$ cat config.mk
export PLATFORM = sky130hd
export DESIGN_NAME = clock_reconfig_ctrl_flat
export DESIGN_NICKNAME = d
export VERILOG_FILES = /design/src/rtl/clock_reconfig_ctrl_if.sv /design/src/rtl/clock_reconfig_ctrl.sv /design/src/flat_wrapper.sv
export SDC_FILE = /design/constraint.sdc
export NUM_CORES = 1
export LEC_CHECK = 0
export ABC_AREA = 1
export ABC_CLOCK_PERIOD_IN_PS = 1500
export CAP_MARGIN = 20
export CORE_MARGIN = 1
export CORE_UTILIZATION = 30
export CTS_CLUSTER_DIAMETER = 100
export CTS_CLUSTER_SIZE = 30
export DETAILED_ROUTE_END_ITERATION = 12
export PLACE_DENSITY = 0.52
export SLEW_MARGIN = 20
export SYNTH_ARGS = -nofsm -noshare
export SYNTH_HDL_FRONTEND = slang
export SYNTH_SLANG_ARGS = --single-unit
$ cat constraint.sdc
create_clock -name clk -period 1.5 [get_ports clk]
set_input_delay 0.15 -clock clk [delete_from_list [all_inputs] [get_ports clk]]
set_output_delay 0.15 -clock clk [all_outputs]
set_load 0.02 [all_outputs]
$ cat src/rtl/clock_reconfig_ctrl_if.sv
// Request/status handshake and MMCM DRP port of clock_reconfig_ctrl.
// The slave modport is the controller; the master modport is its environment.
interface clock_reconfig_ctrl_if #(
    parameter int NUM_MODES = 5
);
    localparam int MODE_W = (NUM_MODES > 1) ? $clog2(NUM_MODES) : 1;

    logic              req_valid;
    logic [MODE_W-1:0] req_mode;
    logic              req_ready;
    logic              busy;
    logic              done;
    logic              error;
    logic [MODE_W-1:0] current_mode;

    logic [6:0]        drp_addr;
    logic [15:0]       drp_di;
    logic [15:0]       drp_do;
    logic              drp_en;
    logic              drp_we;
    logic              drp_rdy;
    logic              mmcm_rst;
    logic              mmcm_locked;

    modport master (
        output req_valid, req_mode, drp_do, drp_rdy, mmcm_locked,
        input  req_ready, busy, done, error, current_mode,
               drp_addr, drp_di, drp_en, drp_we, mmcm_rst
    );

    modport slave (
        input  req_valid, req_mode, drp_do, drp_rdy, mmcm_locked,
        output req_ready, busy, done, error, current_mode,
               drp_addr, drp_di, drp_en, drp_we, mmcm_rst
    );
endinterface

$ cat src/rtl/clock_reconfig_ctrl.sv
// MMCM reconfiguration sequencer: holds the MMCM in reset, read-modify-writes a
// per-mode list of DRP registers, releases reset and waits (bounded) for lock.
module clock_reconfig_ctrl #(
    parameter int NUM_MODES    = 5,
    parameter int NUM_REGS     = 5,
    parameter logic [38:0] DRP_TABLE [NUM_MODES][NUM_REGS] = '{
        '{ {7'h08, 16'hF000, 16'h0041}, {7'h09, 16'hFC00, 16'h0000}, {7'h14, 16'hF000, 16'h0041},
           {7'h15, 16'hFC00, 16'h0000}, {7'h16, 16'hC000, 16'h1041} },
        '{ {7'h08, 16'hF000, 16'h0186}, {7'h09, 16'hFC00, 16'h0080}, {7'h14, 16'hF000, 16'h0145},
           {7'h15, 16'hFC00, 16'h0000}, {7'h16, 16'hC000, 16'h1041} },
        '{ {7'h08, 16'hF000, 16'h028A}, {7'h09, 16'hFC00, 16'h0000}, {7'h14, 16'hF000, 16'h0145},
           {7'h15, 16'hFC00, 16'h0000}, {7'h16, 16'hC000, 16'h1041} },
        '{ {7'h08, 16'hF000, 16'h0514}, {7'h09, 16'hFC00, 16'h0000}, {7'h14, 16'hF000, 16'h0145},
           {7'h15, 16'hFC00, 16'h0000}, {7'h16, 16'hC000, 16'h1041} },
        '{ {7'h08, 16'hF000, 16'h0A28}, {7'h09, 16'hFC00, 16'h0000}, {7'h14, 16'hF000, 16'h0145},
           {7'h15, 16'hFC00, 16'h0000}, {7'h16, 16'hC000, 16'h1041} }
    },
    parameter int LOCK_TIMEOUT = 65535,
    parameter int DEFAULT_MODE = 0
) (
    input logic                  clk,
    input logic                  reset,
    clock_reconfig_ctrl_if.slave bus
);
    localparam int MODE_W = (NUM_MODES > 1) ? $clog2(NUM_MODES) : 1;
    localparam int IDX_W  = (NUM_REGS > 1) ? $clog2(NUM_REGS) : 1;
    localparam int CNT_W  = ($clog2(LOCK_TIMEOUT + 1) > 16) ? $clog2(LOCK_TIMEOUT + 1) : 16;

    typedef enum logic [2:0] {
        IDLE, ASSERT_RST, RD, RD_WAIT, WR, WR_WAIT, RELEASE, LOCK_WAIT
    } state_t;

    state_t            state;
    logic [MODE_W-1:0] mode_q;
    logic [MODE_W-1:0] current_mode;
    logic [IDX_W-1:0]  idx;
    logic [IDX_W-1:0]  nxt_idx;
    logic [CNT_W-1:0]  cnt;
    logic [38:0]       entry;
    logic [6:0]        next_addr;
    logic              req_ready, busy, done, error;
    logic              drp_en, drp_we, mmcm_rst;
    logic [6:0]        drp_addr;
    logic [15:0]       drp_di;

    // nxt_idx saturates so the table lookup below never leaves the array.
    always_comb begin
        nxt_idx = idx;
        if (int'(idx) < NUM_REGS - 1) nxt_idx = idx + 1'b1;
    end

    assign entry     = DRP_TABLE[mode_q][idx];
    assign next_addr = DRP_TABLE[mode_q][nxt_idx][38:32];

    // NOTE: all state and registered outputs use non-blocking assignments so every
    // branch sees the pre-edge values regardless of statement order.
    always_ff @(posedge clk) begin
        if (reset) begin
            state        <= IDLE;
            mode_q       <= '0;
            current_mode <= MODE_W'(DEFAULT_MODE);
            idx          <= '0;
            cnt          <= '0;
            req_ready    <= 1'b1;
            busy         <= 1'b0;
            done         <= 1'b0;
            error        <= 1'b0;
            drp_en       <= 1'b0;
            drp_we       <= 1'b0;
            drp_addr     <= '0;
            drp_di       <= '0;
            mmcm_rst     <= 1'b0;
        end else begin
            done  <= 1'b0;
            error <= 1'b0;
            unique case (state)
                IDLE: if (bus.req_valid) begin
                    if (int'(bus.req_mode) >= NUM_MODES) begin
                        error <= 1'b1;
                    end else begin
                        mode_q    <= bus.req_mode;
                        idx       <= '0;
                        mmcm_rst  <= 1'b1;
                        busy      <= 1'b1;
                        req_ready <= 1'b0;
                        state     <= ASSERT_RST;
                    end
                end
                ASSERT_RST: begin
                    drp_en   <= 1'b1;
                    drp_we   <= 1'b0;
                    drp_addr <= entry[38:32];
                    state    <= RD;
                end
                RD: begin
                    drp_en <= 1'b0;
                    state  <= RD_WAIT;
                end
                RD_WAIT: if (bus.drp_rdy) begin
                    // Keep-mask bits come from the live register, the rest from the table.
                    drp_di <= (bus.drp_do & entry[31:16]) | (entry[15:0] & ~entry[31:16]);
                    drp_en <= 1'b1;
                    drp_we <= 1'b1;
                    state  <= WR;
                end
                WR: begin
                    drp_en <= 1'b0;
                    drp_we <= 1'b0;
                    state  <= WR_WAIT;
                end
                WR_WAIT: if (bus.drp_rdy) begin
                    if (int'(idx) < NUM_REGS - 1) begin
                        idx      <= nxt_idx;
                        drp_en   <= 1'b1;
                        drp_we   <= 1'b0;
                        drp_addr <= next_addr;
                        state    <= RD;
                    end else begin
                        state <= RELEASE;
                    end
                end
                RELEASE: begin
                    mmcm_rst <= 1'b0;
                    cnt      <= '0;
                    state    <= LOCK_WAIT;
                end
                LOCK_WAIT: begin
                    // The first two cycles may still show lock from the old configuration.
                    if (cnt >= CNT_W'(2) && bus.mmcm_locked) begin
                        done         <= 1'b1;
                        current_mode <= mode_q;
                        busy         <= 1'b0;
                        req_ready    <= 1'b1;
                        state        <= IDLE;
                    end else if (cnt >= CNT_W'(LOCK_TIMEOUT - 1)) begin
                        error     <= 1'b1;
                        busy      <= 1'b0;
                        req_ready <= 1'b1;
                        state     <= IDLE;
                    end else begin
                        cnt <= cnt + 1'b1;
                    end
                end
                default: state <= IDLE;
            endcase
        end
    end

    assign bus.req_ready    = req_ready;
    assign bus.busy         = busy;
    assign bus.done         = done;
    assign bus.error        = error;
    assign bus.current_mode = current_mode;
    assign bus.drp_addr     = drp_addr;
    assign bus.drp_di       = drp_di;
    assign bus.drp_en       = drp_en;
    assign bus.drp_we       = drp_we;
    assign bus.mmcm_rst     = mmcm_rst;
endmodule
$ cat src/flat_wrapper.sv
// flat-port wrapper written by rule: the top's interface ports become plain ports
module clock_reconfig_ctrl_flat 
#(
    parameter int NUM_MODES    = 5,
    parameter int NUM_REGS     = 5,
    parameter logic [38:0] DRP_TABLE [NUM_MODES][NUM_REGS] = '{
        '{ {7'h08, 16'hF000, 16'h0041}, {7'h09, 16'hFC00, 16'h0000}, {7'h14, 16'hF000, 16'h0041},
           {7'h15, 16'hFC00, 16'h0000}, {7'h16, 16'hC000, 16'h1041} },
        '{ {7'h08, 16'hF000, 16'h0186}, {7'h09, 16'hFC00, 16'h0080}, {7'h14, 16'hF000, 16'h0145},
           {7'h15, 16'hFC00, 16'h0000}, {7'h16, 16'hC000, 16'h1041} },
        '{ {7'h08, 16'hF000, 16'h028A}, {7'h09, 16'hFC00, 16'h0000}, {7'h14, 16'hF000, 16'h0145},
           {7'h15, 16'hFC00, 16'h0000}, {7'h16, 16'hC000, 16'h1041} },
        '{ {7'h08, 16'hF000, 16'h0514}, {7'h09, 16'hFC00, 16'h0000}, {7'h14, 16'hF000, 16'h0145},
           {7'h15, 16'hFC00, 16'h0000}, {7'h16, 16'hC000, 16'h1041} },
        '{ {7'h08, 16'hF000, 16'h0A28}, {7'h09, 16'hFC00, 16'h0000}, {7'h14, 16'hF000, 16'h0145},
           {7'h15, 16'hFC00, 16'h0000}, {7'h16, 16'hC000, 16'h1041} }
    },
    parameter int LOCK_TIMEOUT = 65535,
    parameter int DEFAULT_MODE = 0
)
  (clk, reset, bus_req_valid, bus_req_mode, bus_drp_do, bus_drp_rdy, bus_mmcm_locked, bus_req_ready, bus_busy, bus_done, bus_error, bus_current_mode, bus_drp_addr, bus_drp_di, bus_drp_en, bus_drp_we, bus_mmcm_rst);
  clock_reconfig_ctrl_if #(.NUM_MODES(NUM_MODES)) bus_i ();
  input logic clk;
  input logic reset;
  input wire logic [$bits(bus_i.req_valid)-1:0] bus_req_valid;
  input wire logic [$bits(bus_i.req_mode)-1:0] bus_req_mode;
  input wire logic [$bits(bus_i.drp_do)-1:0] bus_drp_do;
  input wire logic [$bits(bus_i.drp_rdy)-1:0] bus_drp_rdy;
  input wire logic [$bits(bus_i.mmcm_locked)-1:0] bus_mmcm_locked;
  output wire logic [$bits(bus_i.req_ready)-1:0] bus_req_ready;
  output wire logic [$bits(bus_i.busy)-1:0] bus_busy;
  output wire logic [$bits(bus_i.done)-1:0] bus_done;
  output wire logic [$bits(bus_i.error)-1:0] bus_error;
  output wire logic [$bits(bus_i.current_mode)-1:0] bus_current_mode;
  output wire logic [$bits(bus_i.drp_addr)-1:0] bus_drp_addr;
  output wire logic [$bits(bus_i.drp_di)-1:0] bus_drp_di;
  output wire logic [$bits(bus_i.drp_en)-1:0] bus_drp_en;
  output wire logic [$bits(bus_i.drp_we)-1:0] bus_drp_we;
  output wire logic [$bits(bus_i.mmcm_rst)-1:0] bus_mmcm_rst;
  assign bus_i.req_valid = bus_req_valid;
  assign bus_i.req_mode = bus_req_mode;
  assign bus_i.drp_do = bus_drp_do;
  assign bus_i.drp_rdy = bus_drp_rdy;
  assign bus_i.mmcm_locked = bus_mmcm_locked;
  assign bus_req_ready = bus_i.req_ready;
  assign bus_busy = bus_i.busy;
  assign bus_done = bus_i.done;
  assign bus_error = bus_i.error;
  assign bus_current_mode = bus_i.current_mode;
  assign bus_drp_addr = bus_i.drp_addr;
  assign bus_drp_di = bus_i.drp_di;
  assign bus_drp_en = bus_i.drp_en;
  assign bus_drp_we = bus_i.drp_we;
  assign bus_mmcm_rst = bus_i.mmcm_rst;
  clock_reconfig_ctrl #(.NUM_MODES(NUM_MODES), .NUM_REGS(NUM_REGS), .DRP_TABLE(DRP_TABLE), .LOCK_TIMEOUT(LOCK_TIMEOUT), .DEFAULT_MODE(DEFAULT_MODE)) u_core (.clk(clk), .reset(reset), .bus(bus_i));
endmodule
==> flow_summary.ini, run 1 <==
[clock_network]
clk_pin_slew_ps = 100
clkLatencyLatePin_ps = 320
cts_inserted_buffers = 5
h-tree-depth = 2
cts_tree = built
clk_root_buffer_cell = clkbuf_8
cts.sinks = 52
cts_hold_buf = 0
cts_buffer_depth = 2

[setup_path]
path_buf_inv = 3
reg2reg_slack_ps = -90
cp_cell_sequence = inv_2 -> ha_4 -> nor2_1 -> nand2_1 -> nor2_2 -> nand2_2 -> nand2_2 -> nand3_4 -> buf_6 -> nand3_2 -> nand2_1 -> inv_1 -> nor2_1
crit_fanout = 5
r2r-start = u_core.cnt[0]
critPathLaunchType = flip-flop
crit_slowest_cell = dfxtp_2
slowest_delay_ps = 340
path_delay_family = simple AND/OR/NAND/NOR gates
timing.critical_path.to = u_core.state[1]
critPathCaptureType = flip-flop
critical_path_arrival_ps = 1810
cp.required_ps = 1720
rr_worst_depth = 13
r2r-end = u_core.state[1]
crit_cells = 13
crit_type = reg -> reg
worstSetupStartpoint = u_core.cnt[0]

[pwr]
ir_worst_vdd_v = 0.000922
p_per_area_nw_per_um2 = 1130
p_leak_nw = 1.76

[synth]
synth_ff_type = dfxtp_1
ys_warn_count = 0
syn_area_um2 = 3010
synth_cells = 429
synth.avg_cell_area_um2 = 7.02
synth_edf_count = 0
post_synth_num_cell_types = 38
async_reset_ff_frac = 0
ys_ff_latch = 52
seq_area_frac_synth = 0.346

[timing]
setup_violations = 21
fmax_ghz = 0.627
period_minus_slack_ps = 1590
clock-skew-final_ps = 11.5
post-route-period-util = 1.06
rsz0062_at_grt = yes
drv_slew = 0
worst_slack_ps = -93.9
final-hold-violation-count = 0

[routing]
drc = 0
antenna_left = 0
wl_per_cell_um = 12.6
first_pass_iters = 4
via_per_inst = 4.53
initialDrtViolationCount = 88
drt_wl_total_um = 8260
vias = 2980

[final_layout]
area_growth_syn_to_layout_pct = 41.4
nets = 562
layoutNonFillerInstCount = 658
layout-drive-gt1-share = 0.278
final_area_um2 = 4260
antenna_cells = 0

[placed_design]
dp_hpwl_um = 6090
dp_cells = 645
gp_congestion = 0.827
port_buffers = 44
dpl-instance-area_um2 = 3930

[die]
core_area_um2 = 9770
die-area_um2 = 10400
pin_count = 57
die_h_um = 102
rows = 36
die_x_um = 102
initial_core_util = 0.308

[run]
drv_cap = 0

[global_route]
grt_overflow = 0
antenna_found_initial = 0
grt.total_usage = 0.166
grt_first_pass_wirelength_um = 13700
grt_pass1_vias = 2990
grt_start_max_net_pins = 21

[min_path]
hold_path_class = in -> reg

[outcome]
status = finished with violations
violations = negative setup slack
==> worst min-delay path, stage by stage <==
cell	delay [ps]
clkdlybuf4s50_1	390
nand2_1	60
a21oi_1	50
==> metal layers <==
metal / track usage / part of all wire / vias to the layer above
met5: 0 / 0 / -
met2: 0.293 / 0.49 / 45
li1: - / - / 1576
met1: 0.210 / 0.48 / 1353
met4: 0.0440 / 0.012 / 0
met3: 0.0267 / 0.024 / 6
==> Yosys cell counts, drive strengths merged, types with 5 or more instances <==
cell type  instances  area share
ha                14       0.058
buf               11       0.031
inv               42       0.053
nand3             29       0.054
dfxtp             52        0.35
nand4              6       0.015
xnor2              5       0.015
xor2               7       0.020
o21ai             27       0.045
nand2            100        0.14
nor2              65       0.090
a21oi             47       0.089
clkbuf             7      0.0087
==> sequential cells by signal, indices dropped and copies added (netlist names) <==
signal,cells
u_core.bus.busy,1
u_core.bus.current_mode,3
u_core.bus.done,1
u_core.bus.drp_addr,4
u_core.bus.drp_di,13
u_core.bus.drp_en,1
u_core.bus.drp_we,1
u_core.bus.error,1
u_core.bus.mmcm_rst,1
u_core.bus.req_ready,1
u_core.cnt,16
u_core.idx,3
u_core.mode_q,3
u_core.state,3
==> through the flow <==
step	hold slack (ps)	TNS, ps	total power, W	setup slack, ps	util
6_report	393	-1260	0.00479	-93.9	0.436
5_1_grt	409	-5370	0.00512	-230	0.436
4_1_cts	391	-843	0.00473	-69.5	0.422
3_5_place_dp	448	-3900	0.00366	-173	0.402
3_3_place_gp	445	-3480	0.00366	-138	0.402
2_1_floorplan	292	-0.423	0.00290	-0.423	-
==> cells in the final DEF (no fill, tap or decap), drive strengths merged, types with 2 or more instances in the layout <==
| cell type | synthesis | layout |
|---|---|---|
| buf | 11 | 60 |
| clkinv | 1 | 2 |
| o211ai | 3 | 3 |
| clkbuf | 7 | 5 |
| dlymetal6s2s | 0 | 4 |
| clkdlybuf4s50 | 0 | 40 |
| o21ai | 27 | 27 |
| dfxtp | 52 | 52 |
| xor2 | 7 | 7 |
| conb | 1 | 2 |
| a21oi | 47 | 47 |
| nor2 | 65 | 65 |
| nand3 | 29 | 29 |
| inv | 42 | 42 |
| ha | 14 | 14 |
| xnor2 | 5 | 5 |
| nand4 | 6 | 6 |
| nand2 | 100 | 101 |
| a211oi | 4 | 4 |
==> how the worst min path moves through the flow <==
stage,from,end,slack (ps),cells past startpoint
2_1_floorplan,bus_drp_do[12],u_core.bus.drp_di[12],290,2
3_3_place_gp,u_core.bus.busy,u_core.bus.busy,440,2
3_5_place_dp,u_core.bus.req_ready,u_core.bus.req_ready,450,1
4_1_cts,bus_drp_do[12],u_core.bus.drp_di[12],390,3
5_1_grt,bus_drp_do[12],u_core.bus.drp_di[12],410,3
6_report,bus_drp_do[12],u_core.bus.drp_di[12],390,3
==> layout make-up <==
type | instances | area, um^2
Fill cell | 1000 | 5510
Clock buffer | 5 | 68.8
Inverter | 43 | 165
Timing Repair Buffer | 104 | 912
Sequential cell | 52 | 1050
Multi-Input combinational cell | 318 | 1850
Tap cell | 133 | 166
Clock inverter | 3 | 42.5
==> kinds of logic (layout without fill, tap and decap cells) <==
group,Yosys count,after routing,share of synthesized area
flops,52,52,0.346
buf+inv,61,155,0.0943
compound gates,85,85,0.162
simple gates,204,205,0.304
fa+ha+maj,14,14,0.0581
other cells,1,2,0.00124
xor+xnor,12,12,0.0349
==> power by group <==
group / internal (W) / switching [W] / total, W
sequential: 0.00159 / 0.000160 / 0.00175
combinational: 0.000909 / 0.00112 / 0.00203
clock: 0.000495 / 0.000515 / 0.00101
==> timing repair <==
item | in CTS | in global routing
buffers inserted | 1 | 3
endpoints found under the hold margin | 0 | 0
pin swaps | 6 | 11
cloned | 0 | 1
resized for setup | 21 | 32
setup endpoints to repair | 41 | 53
Note: power is estimated with default switching activity, not from simulation.
==> run 2, diff against run 1 <==
SKIP_LAST_GASP = 1   (was not set)
==> run 2 against run 1 <==
The flow still finishes with violations (negative setup slack). Register-to-register slack about the same. Clock power barely moved. Core utilization is essentially flat. Flip-flop and latch count did not move. Non-clock buffer count up 2. First-iteration DRC count is 3.4% higher. Global-route usage is essentially flat. Sequential power barely moved. Design area about the same. Critical path type unchanged. Critical endpoint is now u_core.cnt[4].
==> flow_summary.ini, run 2 (synthesis results as in run 1) <==
[timing]
post-route-period-util = 1.06
period_minus_slack_ps = 1590
drv_slew = 0
clock-skew-final_ps = 10.6
final-hold-violation-count = 0
worst_slack_ps = -85.6
setup_violations = 21
fmax_ghz = 0.631
rsz0062_at_grt = yes
fin_hold_ws_ps = 390

[routing]
antenna_left = 0
initialDrtViolationCount = 91
first_pass_iters = 4
via_per_inst = 4.52
vias = 2976
drc = 0
wl_per_cell_um = 12.4
drt_wl_total_um = 8200

[die]
die_x_um = 102
rows = 36
core_area_um2 = 9770
die-area_um2 = 10400
pin_count = 57
initial_core_util = 0.308
die_h_um = 102

[pwr]
ir_worst_vdd_v = 0.000923
p_per_area_nw_per_um2 = 1150
power_w = 0.00488
p_leak_nw = 1.76

[final_layout]
nets = 563
reg.largest.list = u_core.cnt: 16 flops, u_core.bus.drp_di: 13 flops, u_core.bus.drp_addr: 4 flops
largest_register = u_core.cnt
layout_commonest_cell = nand2_1
largest_reg_flops = 16
final_cell_mix = nand2_1 (76), buf_4 (57), nor2_1 (53)
final_area_um2 = 4260
area_growth_syn_to_layout_pct = 41.5
layout-drive-gt1-share = 0.278
antenna_cells = 0

[global_route]
grt_first_pass_wirelength_um = 13700
grt.total_usage = 0.166
grt_start_max_net_pins = 21
antenna_found_initial = 0
grt_overflow = 0
grt_pass1_vias = 2986

[placed_design]
dp_hpwl_um = 6090
port_buffers = 44
dpl-instance-area_um2 = 3930
gp_congestion = 0.827

[clock_network]
cts_tree = built
clk_pin_slew_ps = 100
clk_root_buffer_cell = clkbuf_8
cts_inserted_buffers = 5
cts_buffer_depth = 2
cts.sinks = 52
h-tree-depth = 2
clkLatencyLatePin_ps = 320
cts_hold_buf = 0

[outcome]
violations = negative setup slack
status = finished with violations

[setup_path]
critPathCaptureType = flip-flop
critical_path_arrival_ps = 1830
crit_fanout = 16
cp.required_ps = 1750
critPathLaunchType = flip-flop
crit_type = reg -> reg

[run]
drv_cap = 0

[min_path]
hold_path_class = in -> reg
## run 2: per-stage QoR
step,setup TNS [ps],std cells,setup WS [ps],util
finish,-983,659,-85.6,0.436
global route,-3900,659,-202,0.436
CTS,-1040,654,-74.9,0.420
detailed placement,-3900,645,-173,0.402
global placement,-3480,645,-138,0.402
floorplan,-0.423,430,-0.423,-
## run 2: path summary, 6_finish.rpt
path | endpoint | cells past startpoint | start | slack (ps)
hold / removal | u_core.bus.drp_di[12] | 3 | bus_drp_do[12] | 390
setup reg to reg | u_core.cnt[4] | 11 | u_core.cnt[0] | -90
hold reg to reg | u_core.bus.busy | 2 | u_core.bus.busy | 470
setup / recovery | u_core.cnt[4] | 11 | u_core.cnt[0] | -90
## run 2: metal layers
| layer | vias to the layer above | global-route usage | part of all wire |
|---|---|---|---|
| met3 | 12 | 0.0287 | 0.026 |
| met1 | 1338 | 0.209 | 0.48 |
| li1 | 1570 | - | - |
| met5 | - | 0 | 0 |
| met4 | 0 | 0.0451 | 0.015 |
| met2 | 56 | 0.291 | 0.48 |
## run 2: what timing repair did
action / CTS / global route
gates cloned: 0 / 1
setup buffers: 1 / 4
endpoints found under the setup margin: 41 / 53
endpoints found under the hold margin: 0 / 0
resized for setup: 15 / 41
pin swaps: 5 / 10
## run 2: report_power, final
part,switching (W),internal (W)
registers,0.000184,0.00160
logic,0.00115,0.000942
clock network,0.000516,0.000495
## run 2: worst max-delay path, cell delays in order, from the launching register on
cell	delay [ps]
dfxtp_2	340
inv_2	50
ha_4	160
nor2_1	80
nand2_1	70
nor2_2	120
nand2_2	90
nand2_4	80
nand3_4	140
nand2_8	180
nand2_1	80
a21oi_1	140
## run 2: area by class of cell
class,instances,area [um^2]
Clock buffer,5,68.8
Inverter,43,165
Sequential cell,52,1060
Clock inverter,3,42.5
Multi-Input combinational cell,317,1840
Tap cell,133,166
Timing Repair Buffer,106,928
Fill cell,999,5510
==> run 3, diff against run 2 <==
CORE_ASPECT_RATIO = 2   (was not set)
CTS_CLUSTER_DIAMETER = 80   (was 100)
==> run 3 against run 2 <==
The run still ends with negative setup slack left. Highest routed layer unchanged. Power grew 4.5%. Design area shrank 0.35%. Combinational power grew 2%. Critical path type unchanged.
==> flow_summary.ini, run 3 (synthesis results as in run 1) <==
[outcome]
violations = negative setup slack
status = finished with violations

[placed_design]
dp_slack_ps = -118
gp_congestion = 0.874
port_buffers = 44
dp_hpwl_um = 7080
dpl-instance-area_um2 = 3930

[timing]
post-route-period-util = 1.08
setup_violations = 25
drv_slew = 0
period_minus_slack_ps = 1610
final-hold-violation-count = 0
tns_ps = -1450
fmax_ghz = 0.620
worst_slack_ps = -113
rsz0062_at_grt = yes
clock-skew-final_ps = 8.26

[min_path]
whs_endpoint = u_core.bus.drp_di[12]
holdPathStages = 3
hold_path_class = in -> reg
min_from = bus_drp_do[12]

[pwr]
p_per_area_nw_per_um2 = 1200
switching_share = 0.376
pwr-share-comb = 0.419
p_sw_w = 0.00192
p_leak_nw = 1.68
ir_worst_vdd_v = 0.000791
pwr-share-seq = 0.342
clkPwrFrac = 0.239
p_int_w = 0.00319

[routing]
antenna_left = 0
via_per_inst = 4.69
wl_per_cell_um = 13.9
drc = 0
first_pass_iters = 4
drt_wl_total_um = 9140
initialDrtViolationCount = 104
vias = 3076

[die]
pin_count = 57
core_area_um2 = 9760
die_x_um = 72.9
rows = 51
die-area_um2 = 10500
initial_core_util = 0.309
die_h_um = 144

[clock_network]
cts.sinks = 52
cts_tree = built
clk_pin_slew_ps = 70
cts_inserted_buffers = 5
cts_hold_buf = 0
h-tree-depth = 2
cts_buffer_depth = 2
clk_root_buffer_cell = clkbuf_16
clkLatencyLatePin_ps = 300

[final_layout]
reg.largest.list = u_core.cnt: 16 flops, u_core.bus.drp_di: 13 flops, u_core.bus.drp_addr: 4 flops
final_core_util = 0.435
layout-drive-gt1-share = 0.279
nets = 561
largest_reg_flops = 16
largest_register = u_core.cnt
final_cell_mix = nand2_1 (80), buf_4 (56), nor2_1 (55)
antenna_cells = 0
area_growth_syn_to_layout_pct = 41.0
final_area_um2 = 4250
layout_commonest_cell = nand2_1

[global_route]
grt_pass1_vias = 3128
grt_first_pass_wirelength_um = 14600
grt.total_usage = 0.184
grt_overflow = 0
antenna_found_initial = 0
grt_start_max_net_pins = 30

[setup_path]
critical_path_arrival_ps = 1810
critPathCaptureType = flip-flop
crit_type = reg -> reg
r2r-end = u_core.state[1]
critPathLaunchType = flip-flop
cp.required_ps = 1690
crit_fanout = 7
reg2reg_slack_ps = -110
r2r-start = u_core.cnt[0]
rr_worst_depth = 13

[run]
drv_cap = 0
run 3: metrics by stage:
stage | instances | hold WS, ps | power, W
after floorplan | 430 | 292 | 0.00290
after global placement | 644 | 442 | 0.00374
after detailed placement | 644 | 442 | 0.00376
after CTS | 655 | 400 | 0.00505
after global routing | 656 | 443 | 0.00540
final | 656 | 407 | 0.00511
run 3: how the worst max path moves through the flow:
stage | from | end | slack, ps
finish | u_core.cnt[0] | u_core.state[1] | -110
floorplan | u_core.cnt[0] | u_core.cnt[13] | -0.4
detailed placement | u_core.cnt[8] | u_core.cnt[0] | -120
global route | u_core.cnt[0] | u_core.state[1] | -240
CTS | u_core.cnt[0] | u_core.cnt[0] | -90
global placement | u_core.cnt[8] | u_core.cnt[0] | -130
run 3: power by group through the flow:
stage                     Sequential (W)  Combinational (W)  Clock [W]
after floorplan                  0.00188            0.00103          0
after global placement           0.00175            0.00199          0
after detailed placement         0.00176            0.00200          0
after CTS                        0.00173            0.00206    0.00126
after global routing             0.00177            0.00234    0.00129
final                            0.00175            0.00214    0.00122
run 3: timing repair:
action	4_1_cts	5_1_grt
pin swaps	2	1
endpoints found under the setup margin	34	51
cloned	1	0
setup buffers	2	1
resized for setup	17	33
run 3: metal layers:
metal,wire length (um),part of all wire,global-route usage,up-vias
met1,3160,0.35,0.164,1424
li1,-,-,-,1568
met5,0,0,0,-
met3,244,0.027,0.0266,20
met2,5370,0.59,0.377,64
met4,365,0.040,0.0970,0
run 3: worst max-delay path, stage by stage, from the launching register on:
cell     delay [ps]
dfxtp_2         340
inv_2            40
ha_2            170
nor2_1           80
nand2_1          60
nor2_1           90
nand2_1         110
nand2_2         110
nand3_4         150
buf_6           180
nand3_4          60
nand2_1          50
inv_1            40
nor2_1           40
run 3: cell type report:
type	count	area, um^2
inverter	43	164
sequential	52	1060
multi-input combinational	318	1810
clock inverter	2	13.8
fill	1022	5520
clock buffer	6	139
timing repair buffer	103	895
tap	132	165
